### src/rtl/puf_pkg.sv
// puf_pkg: shared definitions for the arbiter-PUF evaluation controller.
//   state_t    - controller states (IDLE, SETTLE, RACE, DONE)
//   *_DEFAULT  - default array width, evaluation count and phase lengths
//   acc_width  - width of a per-bit vote accumulator that counts up to neval
package puf_pkg;

  typedef enum logic [1:0] {
    IDLE,
    SETTLE,
    RACE,
    DONE
  } state_t;

  localparam int N_DEFAULT          = 128;
  localparam int NEVAL_DEFAULT      = 5;
  localparam int SETTLE_CYC_DEFAULT = 4;
  localparam int RACE_CYC_DEFAULT   = 8;

  // Enough bits to hold 0..neval, so an accumulator can never wrap.
  function automatic int acc_width(input int neval);
    return $clog2(neval + 1);
  endfunction

endpackage

### src/rtl/puf_bit_accum.sv
// puf_bit_accum: vote counter for one PUF response bit.
//   clk, rst  - clock and synchronous active-high reset
//   clear     - zero the count before a new challenge
//   en        - add sample into the count this cycle
//   sample    - response bit from the array
//   majority  - count (including this cycle's sample when en=1) exceeds NEVAL/2
//   unstable  - count (same view) is neither 0 nor NEVAL
module puf_bit_accum
  import puf_pkg::*;
#(
  parameter int NEVAL = NEVAL_DEFAULT
) (
  input  logic clk,
  input  logic rst,
  input  logic clear,
  input  logic en,
  input  logic sample,
  output logic majority,
  output logic unstable
);

  localparam int AW = acc_width(NEVAL);

  logic [AW-1:0] acc;
  logic [AW-1:0] acc_next;

  // The vote outputs look at the post-update count so the controller can
  // register the final result on the same edge that takes the last sample.
  always_comb begin
    acc_next = acc;
    if (en) begin
      acc_next = acc + AW'(sample);
    end
  end

  always_ff @(posedge clk) begin
    if (rst || clear) begin
      acc <= '0;
    end else if (en) begin
      acc <= acc_next;
    end
  end

  assign majority = (acc_next > AW'(NEVAL / 2));
  assign unstable = (acc_next != '0) && (acc_next != AW'(NEVAL));

endmodule

### src/rtl/puf_eval_ctrl.sv
// puf_eval_ctrl: drives a challenge into the arbiter PUF array, launches the
// race NEVAL times (each launch preceded by a settle gap), and reports a
// per-bit majority response plus a mask of bits that disagreed.
//   clk, rst       - clock and synchronous active-high reset
//   start          - begin an evaluation (only honoured in IDLE)
//   abort          - cancel an evaluation in progress
//   challenge_in   - challenge captured when start is accepted
//   puf_response   - response bits from the array
//   puf_challenge  - latched challenge driven to the array
//   puf_signal     - race launch signal to the array
//   busy           - controller is not IDLE
//   done           - one-cycle pulse, response_out/unstable_mask just updated
//   response_out   - majority-voted response
//   unstable_mask  - bits whose samples were not unanimous
module puf_eval_ctrl
  import puf_pkg::*;
#(
  parameter int N          = N_DEFAULT,
  parameter int NEVAL      = NEVAL_DEFAULT,
  parameter int SETTLE_CYC = SETTLE_CYC_DEFAULT,
  parameter int RACE_CYC   = RACE_CYC_DEFAULT
) (
  input  logic         clk,
  input  logic         rst,
  input  logic         start,
  input  logic         abort,
  input  logic [N-1:0] challenge_in,
  input  logic [N-1:0] puf_response,
  output logic [N-1:0] puf_challenge,
  output logic         puf_signal,
  output logic         busy,
  output logic         done,
  output logic [N-1:0] response_out,
  output logic [N-1:0] unstable_mask
);

  localparam int         EW          = acc_width(NEVAL);
  localparam logic [7:0] SETTLE_LAST = 8'(SETTLE_CYC - 1);
  localparam logic [7:0] RACE_LAST   = 8'(RACE_CYC - 1);

  state_t        state;
  logic [7:0]    phase;
  logic [EW-1:0] eval_cnt;
  logic          acc_clear;
  logic          acc_en;
  logic [N-1:0]  maj;
  logic [N-1:0]  unst;

  // Accumulators clear when a new challenge is accepted and take one sample
  // on the final race cycle, unless that cycle is being aborted.
  assign acc_clear = (state == IDLE) && start;
  assign acc_en    = (state == RACE) && (phase == RACE_LAST) && !abort;

  for (genvar i = 0; i < N; i++) begin : g_bit
    puf_bit_accum #(
      .NEVAL(NEVAL)
    ) u_accum (
      .clk      (clk),
      .rst      (rst),
      .clear    (acc_clear),
      .en       (acc_en),
      .sample   (puf_response[i]),
      .majority (maj[i]),
      .unstable (unst[i])
    );
  end

  // Sequencer: settle gap, race pulse, repeat NEVAL times, then publish.
  // The result registers load on the last sample edge so they are valid in
  // the same cycle that done is high. Abort beats every other transition.
  always_ff @(posedge clk) begin
    if (rst) begin
      state         <= IDLE;
      phase         <= '0;
      eval_cnt      <= '0;
      puf_challenge <= '0;
      puf_signal    <= 1'b0;
      busy          <= 1'b0;
      done          <= 1'b0;
      response_out  <= '0;
      unstable_mask <= '0;
    end else begin
      done <= 1'b0;
      if (state != IDLE && abort) begin
        state      <= IDLE;
        phase      <= '0;
        puf_signal <= 1'b0;
        busy       <= 1'b0;
      end else begin
        case (state)
          IDLE: begin
            if (start) begin
              puf_challenge <= challenge_in;
              eval_cnt      <= '0;
              phase         <= '0;
              busy          <= 1'b1;
              state         <= SETTLE;
            end
          end
          SETTLE: begin
            if (phase == SETTLE_LAST) begin
              phase      <= '0;
              puf_signal <= 1'b1;
              state      <= RACE;
            end else begin
              phase <= phase + 8'd1;
            end
          end
          RACE: begin
            if (phase == RACE_LAST) begin
              phase      <= '0;
              puf_signal <= 1'b0;
              eval_cnt   <= eval_cnt + EW'(1);
              if (eval_cnt == EW'(NEVAL - 1)) begin
                done          <= 1'b1;
                response_out  <= maj;
                unstable_mask <= unst;
                state         <= DONE;
              end else begin
                state <= SETTLE;
              end
            end else begin
              phase <= phase + 8'd1;
            end
          end
          DONE: begin
            busy  <= 1'b0;
            state <= IDLE;
          end
          default: begin
            busy  <= 1'b0;
            state <= IDLE;
          end
        endcase
      end
    end
  end

endmodule

### config.mk
export PLATFORM = sky130hd
export DESIGN_NAME = puf_eval_ctrl
export DESIGN_NICKNAME = d
export VERILOG_FILES = /design/src/rtl/puf_pkg.sv /design/src/rtl/puf_bit_accum.sv /design/src/rtl/puf_eval_ctrl.sv
export SDC_FILE = /design/constraint.sdc
export NUM_CORES = 2
export LEC_CHECK = 0
export BUFFER_PORTS_ARGS = -buffer_cell sky130_fd_sc_hd__clkbuf_2
export CORE_ASPECT_RATIO = 0.75
export CORE_MARGIN = 4
export CORE_UTILIZATION = 63
export CTS_CLUSTER_DIAMETER = 30
export DETAILED_ROUTE_END_ITERATION = 7
export PLACE_DENSITY = 0.95
export SLEW_MARGIN = 20
export SYNTH_ARGS = -nofsm -noshare
export SYNTH_HDL_FRONTEND = slang
export SYNTH_HIERARCHICAL = 1
export SYNTH_SLANG_ARGS = --single-unit
### constraint.sdc
create_clock -name clk -period 26.9 [get_ports clk]
set_input_delay 1.345 -clock clk [delete_from_list [all_inputs] [get_ports clk]]
set_output_delay 1.345 -clock clk [all_outputs]
set_load 0.02 [all_outputs]
==> impl_table.tex <==
\begin{tabular}{lr}
\hline
Metric & Value \\
\hline
\multicolumn{2}{l}{\textbf{Status}} \\
\quad Result of the run & finished, violations left \\
\quad Violations in the final reports & design-rule violations \\
\multicolumn{2}{l}{\textbf{Critical path}} \\
\quad Reg-to-reg critical path endpoint & unstable\_mask[51]\$\_SDFFE\_PP0P\_ \\
\quad Crit path buf inv count & 5 \\
\quad Slowest stage cell on the critical path & nor2\_4 \\
\quad Critical path's largest stage delay & 750 ps \\
\quad Critical path peak fanout & 193 \\
\quad Data arrival at the endpoint of the critical path & 6580 ps \\
\quad Cells along the critical path & ha\_1 -> nor2b\_1 -> nand3\_2 -> nor2\_4 -> buf\_4 -> buf\_12 -> buf\_16 -> buf\_12 -> buf\_16 -> nand2b\_1 -> nor4b\_1 -> nor4\_2 -> nand2\_1 -> a21oi\_1 \\
\quad Worst R2R Setup Slack & 20870 ps \\
\quad Setup Crit Path Kind & reg -> reg \\
\quad CP delay by family, top & buffers and inverters \\
\quad Worst-case reg-to-reg path depth & 14 \\
\quad Startpoint of the worst-slack reg-to-reg timing path & phase[0]\$\_SDFFE\_PP0P\_ \\
\quad Data required, critical path & 27450 ps \\
\quad Kind of start point of the critical path & flop \\
\quad Critical path endpoint category & flop \\
\multicolumn{2}{l}{\textbf{Finish}} \\
\quad Layout net count & 6192 \\
\quad Synthesis-to-finish area growth & 17.21\% \\
\quad Final design instance area without fill & 52860 um2 \\
\quad Multi-input combinational cell area & 27710 um2 \\
\quad Proportion of layout cells with a drive suffix above 1 & 18.49\% \\
\quad Sequential standard cell area & 15700 um2 \\
\quad Number of filler cells placed in the layout & 3961 \\
\multicolumn{2}{l}{\textbf{Clock tree}} \\
\quad Number of buffers between clock root and the deepest sink & 3 \\
\quad Number of gates resized after cts & 0 \\
\quad \# Post-CTS Setup Buffers & 0 \\
\quad Total clock buffers created by CTS & 135 \\
\quad Clock sink total & 784 \\
\quad Number of hold buffers added after CTS & 0 \\
\quad Clock Latency Late Sink & 760 ps \\
\quad CTS tree & done \\
\quad Clock root cell & clkbuf\_16 \\
\quad Worst-path clk slew & 60 ps \\
\quad Number of H-tree levels & 4 \\
\multicolumn{2}{l}{\textbf{Global route}} \\
\quad Residual overflow from global routing & 0 \\
\quad Overall Global Routing Usage & 37.13\% \\
\quad Number of antenna violations at the first check in global routing & 23 \\
\quad Pin count of the biggest net entering global routing & 278 \\
\quad Wire length of the first global-routing pass & 230300 um \\
\quad Number of global-route vias before repair & 42650 \\
\multicolumn{2}{l}{\textbf{Synth}} \\
\quad Cell area after technology mapping & 45100 um2 \\
\quad Portion of the post-synthesis area used by sequential elements & 34.80\% \\
\quad Fraction of post-synthesis cell area in the top cell type by area & 34.80\% \\
\quad Count of different cell masters after synthesis & 43 \\
\quad Post-synthesis async set-or-reset flop share & 0\% \\
\quad Most instantiated flip-flop cell in the synthesis netlist & dfxtp\_1 \\
\quad Yosys warnings & 6 \\
\quad Average cell area after synthesis & 9.039 um2 \\
\quad Largest cells by area after synthesis & dfxtp\_1 35\%, ha\_1 11\%, nand2\_1 7.6\% \\
\quad Synthesis-stage register bit count & 784 \\
\quad Number of synthesized flops with an enable pin & 0 \\
\quad List of most frequent post-synthesis cells & 908 x nand2\_1, 784 x dfxtp\_1, 652 x a21oi\_1 \\
\quad Post-Syn Instances & 4989 \\
\quad Count leader, synth & nand2\_1 \\
\quad Synthesized Nets & 5641 \\
\quad Cell taking the most area after synthesis & dfxtp\_1 \\
\multicolumn{2}{l}{\textbf{Drt}} \\
\quad TritonRoute pass-1 iters & 8 \\
\quad Via count & 44050 \\
\quad Average wire length per cell after detail routing & 22.67 um \\
\quad Total wire length after detailed routing & 149900 um \\
\quad Vias per cell & 6.662 \\
\quad Detailed router's first-iteration violation count & 5903 \\
\quad Final ANT Viol Nets & 0 \\
\quad Post-route DRC violation count & 49 \\
\multicolumn{2}{l}{\textbf{Worst hold path}} \\
\quad HP Start & unstable\_mask[59]\$\_SDFFE\_PP0P\_ \\
\quad Min-Delay Path Depth & 2 \\
\quad Class of the most critical hold timing path & reg -> reg \\
\quad Worst-case hold path end point & unstable\_mask[59]\$\_SDFFE\_PP0P\_ \\
\multicolumn{2}{l}{\textbf{Timing}} \\
\quad Setup repair after global routing missed its margin & no \\
\quad Pins over their slew limit & 0 \\
\quad Fraction of the cycle the final worst path needs & 22.43\% \\
\quad Setup\_tns & 0 ps \\
\quad Post-layout min period & 6034 ps \\
\quad Max Clock Freq & 165.7 MHz \\
\quad Hold Worst Slack & 453.1 ps \\
\quad Worst slew pin tran & 1179 ps \\
\quad Worst relative slew slack & 21.38\% \\
\quad Number of setup violations in the final report & 0 \\
\quad Number of endpoints with negative hold slack in the final report & 0 \\
\quad Final setup margin & 20870 ps \\
\quad Worst Clk Skew & 56.01 ps \\
\multicolumn{2}{l}{\textbf{Placed design}} \\
\quad Pre-CTS worst setup slack & 21010 ps \\
\quad Gp weighted congestion & 0.9914 \\
\quad Number of buffers added on ports & 646 \\
\quad Cell Area, Placed & 48130 um2 \\
\quad Placed wire-length estimate & 84940 um \\
\multicolumn{2}{l}{\textbf{Die}} \\
\quad Core area & 70520 um2 \\
\quad Die width & 316.9 um \\
\quad Die outline area & 75970 um2 \\
\quad Starting utilization of the core area & 63.95\% \\
\quad Die height & 239.7 um \\
\quad Number of placement rows & 84 \\
\quad IO Count & 647 \\
\multicolumn{2}{l}{\textbf{Power}} \\
\quad Switching share of power & 29.18\% \\
\quad Total power density per cell area & 63.63 nW/um2 \\
\quad Sequential Power Share & 36.5\% \\
\quad Proportion of power drawn by the clock network & 52.4\% \\
\quad Part of the total power dissipated in combinational logic & 11.1\% \\
\quad IR drop worst, VDD & 74.62 uV \\
\quad Leak Pwr & 22.00 nW \\
\quad Design Power & 3.363 mW \\
\quad Internal Power & 2.382 mW \\
\quad Switching component of the power & 0.9814 mW \\
\multicolumn{2}{l}{\textbf{Flow run}} \\
\quad Max-capacitance violation count & 0 \\
\hline
\end{tabular}
cells in the final DEF (no fill, tap or decap), types with 16 or more instances in the layout:
| cell | count |
|---|---|
| and4b_1 | 128 |
| nor4_1 | 129 |
| clkinv_2 | 20 |
| nor3_1 | 386 |
| diode_2 | 16 |
| clkinvlp_4 | 16 |
| nand2_1 | 907 |
| ha_1 | 392 |
| mux2i_1 | 257 |
| a211oi_1 | 130 |
| xor2_1 | 256 |
| clkbuf_16 | 136 |
| and4bb_1 | 128 |
| clkbuf_2 | 645 |
| nand2b_1 | 260 |
| nor4b_1 | 129 |
| a21oi_1 | 652 |
| dfxtp_1 | 784 |
| buf_4 | 20 |
| nor4_2 | 128 |
through the flow:
stage	utilization, %	instances
6_report	74.95	6613
5_1_grt	74.92	6605
4_1_cts	74.81	6595
3_5_place_dp	68.24	6347
3_3_place_gp	68.24	6347
2_1_floorplan	-	4989
layout make-up:
| class | count | area share (%) |
|---|---|---|
| diodes | 16 | 0.07575 |
| clock buffers | 166 | 6.936 |
| clock inverters | 82 | 1.827 |
| inverters | 7 | 0.06391 |
| multi-input cells | 3938 | 52.43 |
| flip-flops and latches | 784 | 29.69 |
| well taps | 946 | 2.239 |
| repair buffers | 674 | 6.734 |
sequential cells by signal (all words and copies together) (netlist names):
name	cells
puf_signal	1
eval_cnt	3
phase	8
busy	1
g_bit.u_accum/acc	384
puf_challenge	128
state	2
done	1
unstable_mask	128
response_out	128
cells by family after synthesis:
group | after synthesis | share of synthesized area (%)
AND/OR/NAND/NOR | 2235 | 30.21
adder cells (fa/ha/maj) | 392 | 10.88
flip-flops | 784 | 34.80
XOR/XNOR | 257 | 4.991
AO/OA/AOI/OAI | 797 | 9.617
multiplexers | 257 | 5.704
buffers and inverters | 267 | 3.798
routing by layer:
metal / vias up / part of all wire (%) / GRT usage [%]
met3: 869 / 12 / 13.36
met1: 20540 / 37 / 44.93
met5: - / 0.16 / 1.199
met4: 20 / 5.9 / 20.74
li1: 19360 / - / -
met2: 3264 / 45 / 57.36
worst reg2reg max path: cells and delay by family, from the launching register on:
kind / cells / cell delay [ps]
buffers and inverters: 5 / 2860
flip-flops: 1 / 370
AND/OR/NAND/NOR: 7 / 2260
AO/OA/AOI/OAI: 1 / 80
adder cells (fa/ha/maj): 1 / 270
power by group through the flow:
stage	combinational, mW	sequential [mW]	clock [mW]
after global placement	0.343	1.24	0
final	0.374	1.23	1.76
after global routing	0.391	1.23	1.82
after floorplan	0.160	1.28	0
after detailed placement	0.351	1.25	0
after CTS	0.357	1.22	1.77
how the worst max path moves through the flow:
stage	from	end	slack, ps	cells past startpoint
final	phase[0]$_SDFFE_PP0P_	unstable_mask[51]$_SDFFE_PP0P_	20870	14
after global routing	phase[1]$_SDFFE_PP0P_	unstable_mask[51]$_SDFFE_PP0P_	20610	14
after CTS	phase[0]$_SDFFE_PP0P_	unstable_mask[51]$_SDFFE_PP0P_	21290	12
after detailed placement	abort	unstable_mask[103]$_SDFFE_PP0P_	21010	11
after global placement	abort	unstable_mask[97]$_SDFFE_PP0P_	21230	10
after floorplan	start	g_bit[0].u_accum/acc[0]$_SDFFE_PP0P_	16650	4
(Power assumes the default switching activity.)
